==> src/rtl/adc_spi_responder_if.sv <==
// SPI link between an ADC controller (master) and the ADC model (slave).
interface adc_spi_responder_if;
  logic cs_n;
  logic sclk;
  logic mosi;
  logic miso;
  logic miso_oe;

  modport master (output cs_n, output sclk, output mosi, input miso, input miso_oe);
  modport slave  (input cs_n, input sclk, input mosi, output miso, output miso_oe);
endinterface

==> src/rtl/adc_spi_responder.sv <==
// MCP3204-class ADC digital twin: SPI responder that decodes start/control bits
// on oversampled pins and shifts a 12-bit code, taken from parallel inputs, out on miso.
// SYNC_STAGES must be 2 or 3; NUM_CH may be at most 8 (D2 only matters above 4).
module adc_spi_responder #(
  parameter int NUM_CH      = 4,
  parameter int SYNC_STAGES = 2
) (
  input  logic                   clk,
  input  logic                   rst_n,
  adc_spi_responder_if.slave     spi,
  input  logic [12*NUM_CH-1:0]   ch_data,
  output logic                   conv_done,
  output logic                   frame_err,
  output logic                   last_sgl,
  output logic [1:0]             last_ch,
  output logic [11:0]            last_sample
);

  localparam logic [2:0] IDLE       = 3'd0;
  localparam logic [2:0] WAIT_START = 3'd1;
  localparam logic [2:0] CTRL       = 3'd2;
  localparam logic [2:0] SAMPLE     = 3'd3;
  localparam logic [2:0] NULLB      = 3'd4;
  localparam logic [2:0] DATA       = 3'd5;
  localparam logic [2:0] DONE       = 3'd6;

  logic [SYNC_STAGES-1:0] cs_sync, sclk_sync, mosi_sync;
  logic cs_prev, sclk_prev;
  logic cs_s, sclk_s, mosi_s;
  logic cs_rise, cs_fall, sclk_rise, sclk_fall;

  logic [2:0]  state;
  logic [1:0]  bit_cnt;
  logic [3:0]  idx;
  logic [2:0]  ctrl_bits;   // {SGL, D2, D1} captured before the D0 edge
  logic [11:0] code;
  logic [1:0]  frame_ch;
  logic [11:0] code_next;
  logic [2:0]  sel;

  // Unused channel slots read as zero so channel indexing never leaves the array.
  logic [11:0] ch_arr [0:7];
  genvar gi;
  generate
    for (gi = 0; gi < 8; gi++) begin : g_ch
      if (gi < NUM_CH) begin : g_used
        assign ch_arr[gi] = ch_data[12*gi +: 12];
      end else begin : g_unused
        assign ch_arr[gi] = 12'h000;
      end
    end
  endgenerate

  assign cs_s      = cs_sync[SYNC_STAGES-1];
  assign sclk_s    = sclk_sync[SYNC_STAGES-1];
  assign mosi_s    = mosi_sync[SYNC_STAGES-1];
  assign cs_rise   = cs_s & ~cs_prev;
  assign cs_fall   = ~cs_s & cs_prev;
  assign sclk_rise = sclk_s & ~sclk_prev;
  assign sclk_fall = ~sclk_s & sclk_prev;

  // Synchronize the pins and keep one delayed copy for edge detection; idle bus levels on reset.
  always_ff @(posedge clk or negedge rst_n) begin
    if (!rst_n) begin
      cs_sync   <= '1;
      sclk_sync <= '0;
      mosi_sync <= '0;
      cs_prev   <= 1'b1;
      sclk_prev <= 1'b0;
    end else begin
      cs_sync   <= {cs_sync[SYNC_STAGES-2:0], spi.cs_n};
      sclk_sync <= {sclk_sync[SYNC_STAGES-2:0], spi.sclk};
      mosi_sync <= {mosi_sync[SYNC_STAGES-2:0], spi.mosi};
      cs_prev   <= cs_s;
      sclk_prev <= sclk_s;
    end
  end

  // Output code selected by the control word, with D0 taken live from the current rising edge.
  always_comb begin
    logic [11:0] a, b;
    logic [12:0] diff;
    sel       = {(NUM_CH > 4) ? ctrl_bits[1] : 1'b0, ctrl_bits[0], mosi_s};
    a         = ch_arr[{sel[2:1], 1'b0}];
    b         = ch_arr[{sel[2:1], 1'b1}];
    diff      = sel[0] ? ({1'b0, b} - {1'b0, a}) : ({1'b0, a} - {1'b0, b});
    code_next = diff[12] ? 12'h000 : diff[11:0];
    if (ctrl_bits[2]) begin
      code_next = ch_arr[sel];
    end
  end

  // Frame state machine; a cs_n rise overrides any sclk edge seen on the same clk.
  always_ff @(posedge clk or negedge rst_n) begin
    if (!rst_n) begin
      state       <= IDLE;
      bit_cnt     <= '0;
      idx         <= '0;
      ctrl_bits   <= '0;
      code        <= '0;
      frame_ch    <= '0;
      spi.miso    <= 1'b0;
      spi.miso_oe <= 1'b0;
      conv_done   <= 1'b0;
      frame_err   <= 1'b0;
      last_sgl    <= 1'b0;
      last_ch     <= '0;
      last_sample <= '0;
    end else begin
      conv_done <= 1'b0;
      frame_err <= 1'b0;
      if (cs_rise) begin
        state       <= IDLE;
        spi.miso    <= 1'b0;
        spi.miso_oe <= 1'b0;
        if (state == CTRL || state == SAMPLE || state == NULLB || state == DATA) begin
          frame_err <= 1'b1;
        end
      end else begin
        case (state)
          IDLE: begin
            if (cs_fall) state <= WAIT_START;
          end
          WAIT_START: begin
            if (sclk_rise && mosi_s) begin
              state   <= CTRL;
              bit_cnt <= '0;
            end
          end
          CTRL: begin
            if (sclk_rise) begin
              bit_cnt <= bit_cnt + 2'd1;
              if (bit_cnt == 2'd3) begin
                code     <= code_next;
                frame_ch <= sel[1:0];
                state    <= SAMPLE;
              end else begin
                ctrl_bits <= {ctrl_bits[1:0], mosi_s};
              end
            end
          end
          SAMPLE: begin
            if (sclk_fall) begin
              spi.miso_oe <= 1'b1;
              spi.miso    <= 1'b0;
              state       <= NULLB;
            end
          end
          NULLB: begin
            if (sclk_fall) begin
              spi.miso <= 1'b0;
              idx      <= 4'd11;
              state    <= DATA;
            end
          end
          DATA: begin
            if (sclk_fall) begin
              spi.miso <= code[idx];
              if (idx == 4'd0) begin
                state       <= DONE;
                conv_done   <= 1'b1;
                last_sgl    <= ctrl_bits[2];
                last_ch     <= frame_ch;
                last_sample <= code;
              end else begin
                idx <= idx - 4'd1;
              end
            end
          end
          DONE: begin
            if (sclk_fall) spi.miso <= 1'b0;
          end
          default: state <= IDLE;
        endcase
      end
    end
  end

endmodule

==> src/flat_wrapper.sv <==
// flat-port wrapper written by rule: the top's interface ports become plain ports
module adc_spi_responder_flat 
#(
  parameter int NUM_CH      = 4,
  parameter int SYNC_STAGES = 2
)
  (clk, rst_n, ch_data, conv_done, frame_err, last_sgl, last_ch, last_sample, spi_cs_n, spi_sclk, spi_mosi, spi_miso, spi_miso_oe);
  adc_spi_responder_if spi_i ();
  input  logic clk;
  input  logic rst_n;
  input  logic [12*NUM_CH-1:0] ch_data;
  output logic conv_done;
  output logic frame_err;
  output logic last_sgl;
  output logic [1:0] last_ch;
  output logic [11:0] last_sample;
  input wire logic [$bits(spi_i.cs_n)-1:0] spi_cs_n;
  input wire logic [$bits(spi_i.sclk)-1:0] spi_sclk;
  input wire logic [$bits(spi_i.mosi)-1:0] spi_mosi;
  output wire logic [$bits(spi_i.miso)-1:0] spi_miso;
  output wire logic [$bits(spi_i.miso_oe)-1:0] spi_miso_oe;
  assign spi_i.cs_n = spi_cs_n;
  assign spi_i.sclk = spi_sclk;
  assign spi_i.mosi = spi_mosi;
  assign spi_miso = spi_i.miso;
  assign spi_miso_oe = spi_i.miso_oe;
  adc_spi_responder #(.NUM_CH(NUM_CH), .SYNC_STAGES(SYNC_STAGES)) u_core (.clk(clk), .rst_n(rst_n), .spi(spi_i), .ch_data(ch_data), .conv_done(conv_done), .frame_err(frame_err), .last_sgl(last_sgl), .last_ch(last_ch), .last_sample(last_sample));
endmodule
==> config.mk <==
export PLATFORM = sky130hd
export DESIGN_NAME = adc_spi_responder_flat
export DESIGN_NICKNAME = d
export VERILOG_FILES = /design/src/rtl/adc_spi_responder_if.sv /design/src/rtl/adc_spi_responder.sv /design/src/flat_wrapper.sv
export SDC_FILE = /design/constraint.sdc
export NUM_CORES = 1
export LEC_CHECK = 0
export ABC_AREA = 1
export CAP_MARGIN = 20
export CORE_MARGIN = 2
export CORE_UTILIZATION = 54
export DETAILED_ROUTE_END_ITERATION = 8
export HOLD_SLACK_MARGIN = 0.03
export PLACE_DENSITY = 0.81
export SYNTH_ARGS = -nofsm -noshare
export SYNTH_HDL_FRONTEND = slang
export SYNTH_SLANG_ARGS = --single-unit
==> constraint.sdc <==
create_clock -name clk -period 3.1 [get_ports clk]
set_input_delay 0.31 -clock clk [delete_from_list [all_inputs] [get_ports clk]]
set_output_delay 0.31 -clock clk [all_outputs]
set_load 0.02 [all_outputs]
==> key figures <==
Final layout
  • # fillers: 716
  • Nets@finish: 803
  • Layout cells sized above 1: 5.82%
  • Ant. Diodes: 0
  • Area grow syn2layout: 22.1%

Logic synthesis
  • Area contributors post-synth: dfrtp_1 29%, nand2_1 18%, inv_1 9.8%
  • Post-synth EDFFs: 0
  • Yosys reg bits: between 50 and 60
  • Yosys top cell by area: dfrtp_1
  • Commonest cells post-synth: 200 x nand2_1, 111 x inv_1, 62 x o21ai_0, 57 x nor2_1, 50 x dfrtp_1
  • Top cell type's share of synthesized area: between 20% and 30%
  • Sequential share of the synthesized area: 31.3%
  • Netlist Area Pre-Place: 4240 um^2
  • Top_reg_cell synth: dfrtp_1
  • Gate Count Post-Synth: about 650
  • Post-Syn Nets: 735
  • Yosys warning total: 0
  • Post-synth cell types: 36
  • Syn Area/Cell: around 6.5 um^2
  • Asr flop ratio synth: 100%
  • Count leader, synth: nand2_1

Floorplan
  • # rows: 32
  • Starting Density: 55.2%
  • Core ar.: roughly 7700 um^2
  • IO Pins: 72
  • Die height: 92.7 um
  • Die area: roughly 8600 um^2
  • Die Span X: 92.7 um

Critical path
  • R2r worst-path depth: 15
  • Worst path required time: 3.30 ns
  • Worst Setup Start Kind: flip-flop
  • Crit path DAT: approximately 2.9 ns
  • CP Class: flip-flop to flip-flop
  • Crit-path max FO: 51
  • Critical Path End Type: flip-flop

Hold path
  • Hold path depth: 0
  • Worst min path class: flip-flop to flip-flop

Clock tree
  • Clock transition at path regs: approximately 0.09 ns
  • CTS Buf Count: 5
  • Clk sinks: 53
  • CTS Root Cell: clkbuf_8
  • CTS Buffer Depth: 2
  • H-tree depth: 2
  • Post-cts sizing count: 0
  • Clk Latency, worst-skew pair: 0.30 ns
  • CTS tree: done

Placed design
  • Port buffer count: 71
  • Detail Placement HPWL: 8200 um
  • Gpl congestion: between 0.9 and 1
  • Pre-CTS setup slack: ~0.29 ns

Timing
  • Crit share post-route: between 80% and 90%
  • Crit path setup slack, layout: 0.415 ns
  • Highest Clock Rate: roughly 370 MHz
  • Slew Viols, Final: 0
  • Unrepaired setup endpoints after global routing: no
  • Final setup viols: 0
  • Hold Vio Cnt, Final: 0
  • Total Neg Setup Slack: 0 ns
  • Slew at the pin with the worst max-slew slack: 0.677 ns
  • Clock skew: 0.00419 ns
  • Slew margin rel.: between 50 and 60%
  • Tmin final: 2.68 ns

Drt
  • DRC errors left: 0
  • Antenna Nets Post-Route: 0
  • Initial DRT Pass Iterations: 5
  • Vias: 4290
  • WL per Instance: 12.6 um
  • Total detailed-routing wirelength: 10400 um
  • Initial detailed-routing violation count: roughly 260
  • Vias per cell: around 5.2

Power
  • Total power density per cell area: around 830 nW/um^2
  • Max VDD drop: 0.000372 V
  • Leakage: 2.71 nW

Global routing
  • Vias in the first global route: roughly 4000
  • First-pass GRT wire length: 18000 um
  • Antenna violations before repair: 0
  • Grt ovf: 0
  • Pin count of the biggest net entering global routing: 54
  • GRT Total Usage: roughly a quarter

Status
  • Status: finished, final reports clean

Flow run
  • Max Cap Viol: 0
[cell type report]
| type | count | area [um^2] | share of cell area (%) |
|---|---|---|---|
| inverter | 117 | 442 | 8.53 |
| tap | 102 | 128 | 2.46 |
| sequential | 53 | 1330 | 25.7 |
| multi-input combinational | 463 | 2370 | 45.8 |
| timing repair buffer | 81 | 808 | 15.6 |
| clock buffer | 7 | 96.3 | 1.86 |
| clock inverter | 1 | 5.00 | 0.0966 |
[cells by family after synthesis]
family          after synthesis  synth area share [%]
fa+ha+maj                    29                  8.90
xor+xnor                      2                 0.413
compound gates              112                  15.0
simple gates                320                  31.5
buf+inv                     137                  12.8
flops                        53                  31.3
[placed cells by master, fill, tap and decap left out]
master / Yosys / final
a21boi_0: 1 / 1
a21oi_1: 25 / 25
a32oi_1: 2 / 2
and2_1: 1 / 1
buf_12: 0 / 2
buf_2: 6 / 1
buf_4: 1 / 7
clkbuf_8: 0 / 7
clkdlybuf4s50_1: 0 / 70
clkinv_1: 2 / 2
clkinv_2: 0 / 1
dfrtp_1: 50 / 50
dfstp_2: 3 / 3
dlygate4sd3_1: 0 / 1
fa_1: 2 / 2
ha_1: 27 / 27
inv_1: 111 / 111
inv_2: 3 / 3
inv_4: 1 / 1
nand2_1: 200 / 200
nand2_2: 2 / 2
nand2_4: 1 / 1
nand3_1: 43 / 43
nand3b_1: 1 / 1
nand4_1: 7 / 7
nor2_1: 57 / 57
nor2_2: 3 / 3
nor2_4: 1 / 1
nor3_4: 2 / 2
nor3b_1: 2 / 2
o2111ai_1: 1 / 1
o211ai_1: 8 / 8
o21a_1: 2 / 2
o21ai_0: 62 / 62
o21ai_2: 8 / 8
o21bai_1: 1 / 1
o221ai_1: 1 / 1
o22ai_1: 1 / 1
xor2_1: 2 / 2
[sequential cells by signal, indices dropped and copies added (netlist names), 3 cells and up]
name and count:
u_core.code 12, u_core.ctrl_bits 3, u_core.idx 4, u_core.last_sample 12, u_core.state 3
[metal layers]
metal  vias to the layer above  global-route usage [%]  part of all wire (%)
met3                        17                    1.63                   5.4
met1                      1947                    35.2                    45
met2                       139                    43.7                    48
met5                         -                       0                     0
met4                         0                    6.50                   1.7
li1                       2187                       -                     -
[where the power goes]
| part | switching, mW | internal, mW |
|---|---|---|
| clock network | 0.216 | 0.202 |
| registers | 0.190 | 0.892 |
| logic | 1.77 | 1.03 |
[stage by stage]
stage	hold WS (ns)	std cells	util, %	power (mW)	cell area [um^2]
after detailed placement	0.336	814	65.7	3.85	5050
after global routing	0.362	824	67.4	4.78	5180
after CTS	0.269	822	67.0	4.28	5150
after floorplan	0.0144	653	-	3.05	4240
final	0.360	824	67.4	4.30	5180
after global placement	0.335	814	65.7	3.78	5050
[repair_timing]
action / 4_1_cts / 5_1_grt
hold buffers: 0 / 1
setup buffers: 0 / 0
hold endpoints to repair: 0 / 19
endpoints found under the setup margin: 0 / 0
[final timing paths]
check,startpoint,to,slack [ns]
max in group asynchronous,rst_n,u_core.bit_cnt[0],2.07
worst max-delay path,u_core.ctrl_bits[0],u_core.code[9],0.42
worst min register to register,u_core.cs_sync[0],u_core.cs_sync[1],0.36
worst min-delay path,u_core.cs_sync[0],u_core.cs_sync[1],0.36
worst max register to register,u_core.ctrl_bits[0],u_core.code[9],0.42
min in group asynchronous,rst_n,u_core.last_sample[3],0.51
[worst max-delay path, cell delays in order (launching register included)]
cell and delay (ns):
dfrtp_1 0.41, buf_12 0.19, o21ai_0 0.34, ha_1 0.27, inv_1 0.08, fa_1 0.41
nand3_1 0.09, nand3_1 0.09, nand3_1 0.08, nand3_1 0.07, nand2_1 0.08, nand2_2 0.13
nand2_1 0.13, nor2_1 0.06, nor2_1 0.09, nor2_1 0.05
No activity file was read; power rests on OpenSTA's default activity.
